## src/rtl/int_res_mem_ctrl.sv

```systemverilog
// int_res_mem_ctrl: int-res SRAM bank controller with format conversion; INT_RES_MEM_SAT_STATS_EN enables sat_count
module int_res_mem_ctrl #(
  parameter int N_BANKS    = 4,
  parameter int BANK_DEPTH = 14336,
  parameter int N_STO      = 15,
  parameter int N_COMP     = 39,
  parameter int Q_COMP     = 21
) (
  input  logic                                  clk,
  input  logic                                  rst_n,
  input  logic                                  req_valid,
  output logic                                  req_ready,
  input  logic                                  req_write,
  input  logic [$clog2(N_BANKS*BANK_DEPTH)-1:0] req_addr,
  input  logic                                  req_width,
  input  logic [2:0]                            req_format,
  input  logic [N_COMP-1:0]                     req_wdata,
  output logic                                  rsp_valid,
  output logic [N_COMP-1:0]                     rsp_rdata,
  output logic                                  rsp_err,
  output logic [N_BANKS-1:0]                    bank_en,
  output logic                                  bank_wen,
  output logic [$clog2(BANK_DEPTH)-1:0]         bank_addr,
  output logic [N_STO-1:0]                      bank_wdata,
  input  logic [N_BANKS*N_STO-1:0]              bank_rdata,
  output logic [15:0]                           sat_count
);
  localparam int AW  = $clog2(N_BANKS*BANK_DEPTH);
  localparam int BW  = $clog2(BANK_DEPTH);
  localparam int BIW = N_BANKS > 1 ? $clog2(N_BANKS) : 1;
  localparam int SW  = 2*N_STO;
  localparam int SHW = $clog2(N_COMP+1);
  localparam logic [AW:0] TOTAL = (AW+1)'(N_BANKS*BANK_DEPTH);

  typedef enum logic [2:0] {IDLE, ACC_HI, ACC_LO, WAIT, RESP} state_t;
  state_t state, nxt;

  logic              r_write, r_dbl;
  logic [AW-1:0]     r_addr;
  logic [2:0]        r_fmt;
  logic [N_COMP-1:0] r_wdata;
  logic [N_STO-1:0]  rd_hi, rd_lo;
  logic              acc, err, ovf, unf;
  logic [AW:0]       a0, a1;
  logic [BIW-1:0]    b_hi, b_lo;
  logic [BW-1:0]     w_hi, w_lo;
  int                f;
  logic [SHW-1:0]    sh;
  logic signed [N_COMP+1:0] h;
  logic signed [N_COMP:0]   rnd, max_v, min_v;
  logic [SW-1:0]     st;
  logic [N_COMP-1:0] rx, rdata_c;

  // comparator chain instead of a divider: last bank whose base is <= a wins
  function automatic logic [BIW+BW-1:0] map(input logic [AW:0] a);
    logic [BIW-1:0] b;
    logic [BW-1:0]  w;
    b = '0;
    w = BW'(a);
    for (int i = 1; i < N_BANKS; i++)
      if (a >= (AW+1)'(i*BANK_DEPTH)) begin
        b = BIW'(i);
        w = BW'(a - (AW+1)'(i*BANK_DEPTH));
      end
    return {b, w};
  endfunction

  assign a0 = {1'b0, r_addr};
  assign a1 = a0 + 1'b1;
  assign {b_hi, w_hi} = map(a0);
  assign {b_lo, w_lo} = map(a1);
  assign err = a0 >= TOTAL || (r_dbl && a1 >= TOTAL);

  assign req_ready = state == IDLE || state == RESP;
  assign acc       = req_valid && req_ready;
  assign rsp_valid = state == RESP;
  assign rsp_err   = rsp_valid && err;
  assign rsp_rdata = rsp_valid && !err && !r_write ? rdata_c : '0;

  always_comb begin
    nxt = state == IDLE   ? (acc ? ACC_HI : IDLE) :
          state == ACC_HI ? (r_dbl ? ACC_LO : WAIT) :
          state == ACC_LO ? WAIT :
          state == WAIT   ? RESP :
          (acc ? ACC_HI : IDLE);
  end

  // doubled data keeps the first dropped bit in h[0] for half-up rounding
  always_comb begin
    f = r_fmt == 3'd0 ? N_STO-1 : r_fmt == 3'd1 ? N_STO-2 :
        r_fmt == 3'd2 ? N_STO-5 : r_fmt == 3'd3 ? N_STO-6 : SW-10;
    sh = SHW'(Q_COMP - f);
    h = $signed({r_wdata[N_COMP-1], r_wdata, 1'b0}) >>> sh;
    rnd = h[N_COMP+1:1] + (N_COMP+1)'(h[0]);
    max_v = r_dbl ? {{(N_COMP+2-SW){1'b0}}, {(SW-1){1'b1}}}
                  : {{(N_COMP+2-N_STO){1'b0}}, {(N_STO-1){1'b1}}};
    min_v = ~max_v;
    ovf = rnd > max_v;
    unf = rnd < min_v;
    st = ovf ? max_v[SW-1:0] : unf ? min_v[SW-1:0] : rnd[SW-1:0];
    rx = r_dbl ? {{(N_COMP-SW){rd_hi[N_STO-1]}}, rd_hi, rd_lo}
               : {{(N_COMP-N_STO){rd_lo[N_STO-1]}}, rd_lo};
    rdata_c = rx << sh;
  end

  assign bank_en    = state == ACC_HI && !err ? N_BANKS'(1) << b_hi :
                      state == ACC_LO && !err ? N_BANKS'(1) << b_lo : '0;
  assign bank_wen   = r_write && !err && (state == ACC_HI || state == ACC_LO);
  assign bank_addr  = state == ACC_HI && !err ? w_hi : state == ACC_LO && !err ? w_lo : '0;
  assign bank_wdata = !bank_wen ? '0 : state == ACC_HI && r_dbl ? st[SW-1:N_STO] : st[N_STO-1:0];

  always_ff @(posedge clk or negedge rst_n) begin
    if (!rst_n) begin
      state   <= IDLE;
      r_write <= 1'b0;
      r_dbl   <= 1'b0;
      r_addr  <= '0;
      r_fmt   <= '0;
      r_wdata <= '0;
      rd_hi   <= '0;
      rd_lo   <= '0;
    end else begin
      state <= nxt;
      if (acc) begin
        r_write <= req_write;
        r_dbl   <= req_width;
        r_addr  <= req_addr;
        r_fmt   <= req_format;
        r_wdata <= req_wdata;
      end
      if (state == ACC_LO) rd_hi <= bank_rdata[b_hi*N_STO +: N_STO];
      if (state == WAIT) rd_lo <= bank_rdata[(r_dbl ? b_lo : b_hi)*N_STO +: N_STO];
    end
  end

`ifdef INT_RES_MEM_SAT_STATS_EN
  logic [15:0] sat_cnt;
  always_ff @(posedge clk or negedge rst_n) begin
    if (!rst_n) sat_cnt <= '0;
    else if (state == WAIT && r_write && !err && (ovf || unf) && sat_cnt != 16'hFFFF) sat_cnt <= sat_cnt + 1'b1;
  end
  assign sat_count = sat_cnt;
`else
  assign sat_count = '0;
`endif
endmodule

```

## config.mk

```make
export PLATFORM = sky130hd
export DESIGN_NAME = int_res_mem_ctrl
export DESIGN_NICKNAME = d
export VERILOG_FILES = /design/src/rtl/int_res_mem_ctrl.sv
export SDC_FILE = /design/constraint.sdc
export NUM_CORES = 1
export LEC_CHECK = 0
export ABC_AREA = 0
export CAP_MARGIN = 20
export CORE_MARGIN = 10
export CORE_UTILIZATION = 37
export CTS_BUF_LIST = sky130_fd_sc_hd__clkbuf_16
export CTS_CLUSTER_DIAMETER = 50
export CTS_CLUSTER_SIZE = 28
export DETAILED_ROUTE_END_ITERATION = 8
export PLACE_DENSITY_LB_ADDON = 0.2
export SETUP_SLACK_MARGIN = 0.5
export SLEW_MARGIN = 40
export SYNTH_ARGS = -nofsm -noshare
export SYNTH_HDL_FRONTEND = slang
export SYNTH_SLANG_ARGS = --single-unit
export TNS_END_PERCENT = 1
```

## constraint.sdc

```tcl
create_clock -name clk -period 10.5 [get_ports clk]
set_input_delay 2.1 -clock clk [delete_from_list [all_inputs] [get_ports clk]]
set_output_delay 2.1 -clock clk [all_outputs]
set_load 0.02 [all_outputs]
```

==> flow_summary.json <==
{
  "clk_pin_slew_ps": 60,
  "numCtsBuffers": 9,
  "synth_warnings": 0,
  "yosys_most_used_dff": "dfrtp_1",
  "drcViolationCount": 0,
  "r2r_cells": 16,
  "cts-root-buf": "clkbuf_16",
  "cts_buffer_depth": 2,
  "grt_pass1_vias": 11941,
  "period_share_pct": 94.13,
  "cts_tree": "done",
  "dieWidth_um": 197.1,
  "whs_path_depth": 1,
  "cts_num_sinks": 93,
  "place_congestion": 0.9991,
  "syn_area_per_cell_um2": 7.859,
  "rsz0062_at_grt": "yes",
  "synth-async-reset-ratio_pct": 100.0,
  "critPathArrivalTime_ps": 7780,
  "fin_util_pct": 46.00,
  "synth_area_leader_cell": "dfrtp_1",
  "cp_max_fo": 26,
  "synth-seq-area-share_pct": 20.05,
  "layout-drive-gt1-share_pct": 12.00,
  "num-nets-final": 1792,
  "synthAdderAreaFrac_pct": 5.929,
  "cp-start-kind": "flip-flop",
  "skew_ps": 10.55,
  "worstSetupPathType": "reg2out",
  "synth_mux_area_share_pct": 15.05,
  "drt_first_pass_iters": 5,
  "slew_violations": 0,
  "core_area_um2": 30750,
  "grt_usage_pct": 23.51,
  "synth_top_area_share_pct": 20.05,
  "synth_area_um2": 11610,
  "setup-tns-final_ps": 0,
  "synth.top_cells.by_area": "dfrtp_1, mux2i_1, ha_1",
  "synth_common_cells": "nand2_1, nor2_1, a21oi_1",
  "synth-edff-count": 0,
  "vias": 12284,
  "wl_per_cell_um": 23.45,
  "drt-vias-per-instance": 6.096,
  "final_area_um2": 14140,
  "outcome": "completed",
  "synth_top_family_by_area": "compound AO/OA/AOI/OAI gates",
  "drt_wl_total_mm": 47.26,
  "worst_pin_slew_ps": 890.9,
  "dpl_cell_area_um2": 13800,
  "synth-seq-cells": 93,
  "hold_class": "reg2reg",
  "grt_max_degree": 75,
  "setup_viol": 0,
  "syn_to_final_growth_pct": 21.86,
  "routed.top_layer": "met5",
  "wl_met2_mm": 21.86,
  "pin_count": 215,
  "dieHeight_um": 197.1,
  "portBuffers": 198,
  "end_kind": "output port",
  "cts_hold_buffers": 0,
  "synth_compound_area_share_pct": 25.71,
  "start_util_pct": 37.75,
  "final_antenna_net_count": 0,
  "syn_inst": 1477,
  "grt_pass1_wl_mm": 71.90,
  "cts_max_level": 3,
  "maxCapViolations": 0,
  "synth_xor_area_share_pct": 3.245,
  "hold_violations": 0,
  "worstPathRequired_ps": 8400,
  "dp_hpwl_mm": 37.24,
  "drtIter0Drc": 1407,
  "clk_latency_ps": 350,
  "overflow": 0,
  "die_area_um2": 38860,
  "post_cts_buffers": 0,
  "synth-simple-area-share_pct": 22.39,
  "ys_types": 106,
  "grt_antenna_before_repair": 6,
  "synth_most_common_cell": "nand2_1",
  "rows": 64,
  "layout_min_cycle_time_ps": 9884,
  "met1_length_mm": 20.16,
  "relSlewSlack_pct": 40.10,
  "max_freq_mhz": 101.2,
  "wl_met3_mm": 3.982
}
## state kept, by name, indices dropped and copies added (netlist names)
name     count
r_write      1
r_addr      16
rd_lo       15
rd_hi       15
r_fmt        3
r_wdata     39
state        3
r_dbl        1
## metrics by stage
stage                     std cells  hold slack (ps)  setup WS, ps
after detailed placement       1999            558.6         601.0
after global routing           2013            597.2         152.4
final                          2015            575.3         616.3
after floorplan                1492            498.2         819.5
after global placement         1999            549.2         805.2
after CTS                      2013            570.7         494.8
## area by class of cell
| cell class | instances | area (um2) |
|---|---|---|
| flip-flops and latches | 93 | 2336 |
| repair buffers | 243 | 2340 |
| multi-input cells | 1231 | 8578 |
| inverters | 36 | 135.1 |
| fillers | 3114 | 16600 |
| clock inverters | 5 | 30.03 |
| well taps | 396 | 495.5 |
| clock buffers | 9 | 225.2 |
| diodes | 2 | 5.005 |
## cells by family (layout without fill, tap and decap cells)
group | Yosys count | in the layout
AND/OR/NAND/NOR | 517 | 517
AO/OA/AOI/OAI | 448 | 448
buffers and inverters | 168 | 293
multiplexers | 152 | 152
flip-flops | 93 | 93
adder cells (fa/ha/maj) | 55 | 55
XOR/XNOR | 43 | 43
other | 1 | 18
## worst paths after layout
kind,from,endpoint,slack [ps]
worst max register to register,r_addr[0],rd_lo[6],6000
max in group asynchronous,rst_n,r_fmt[2],7590
min in group asynchronous,rst_n,r_addr[3],1720
worst min register to register,r_wdata[1],r_wdata[1],580
worst min-delay path,r_wdata[1],r_wdata[1],580
worst max-delay path,r_fmt[2],bank_wdata[5],620
## critical path, cell delays in order, from the launching register on
cell and delay [ps]:
dfrtp_4 600, buf_4 260, or2_2 450, buf_4 250
o221ai_1 240, buf_4 220, o32ai_1 110, nor2_1 140
ha_1 180, nor3b_2 210, nand4_1 260, or2_2 380
or3_1 390, nor4_1 300, xnor2_1 260, ha_1 300
nor3_1 140, a211oi_1 160, o21ai_0 160, a2111oi_0 110
or4_1 540, a2111oi_4 200, nand4b_1 190, and2_4 220
or3_1 390, a21oi_2 140, clkdlybuf4s50_1 630
## layout by cell type, fill, tap and decap left out, types with 25 or more instances in the layout
cell             netlist  layout
nand3_1               38      37
o21ai_0              103     103
and3_1                25      25
a21oi_1              117     116
clkdlybuf4s50_1        0     196
ha_1                  55      54
nor2_1               123     118
dfrtp_1               93      90
inv_1                 34      34
a31oi_1               32      32
buf_4                 18      43
mux2i_1               86      86
mux2_2                54      54
nand2_1              173     173
## timing repair
action | in CTS | in global routing
resized for setup | 4 | 11
setup endpoints to repair | 15 | 15
pin swaps | 0 | 1
## per-layer routing
layer	global-route usage [%]	vias up
met5	0	-
met4	7.120	6
met3	5.639	78
met2	38.24	548
met1	30.20	5916
li1	-	5736
Power is not shown: default switching activity piles up to over one toggle a cycle in this logic, so the estimate is an artifact.
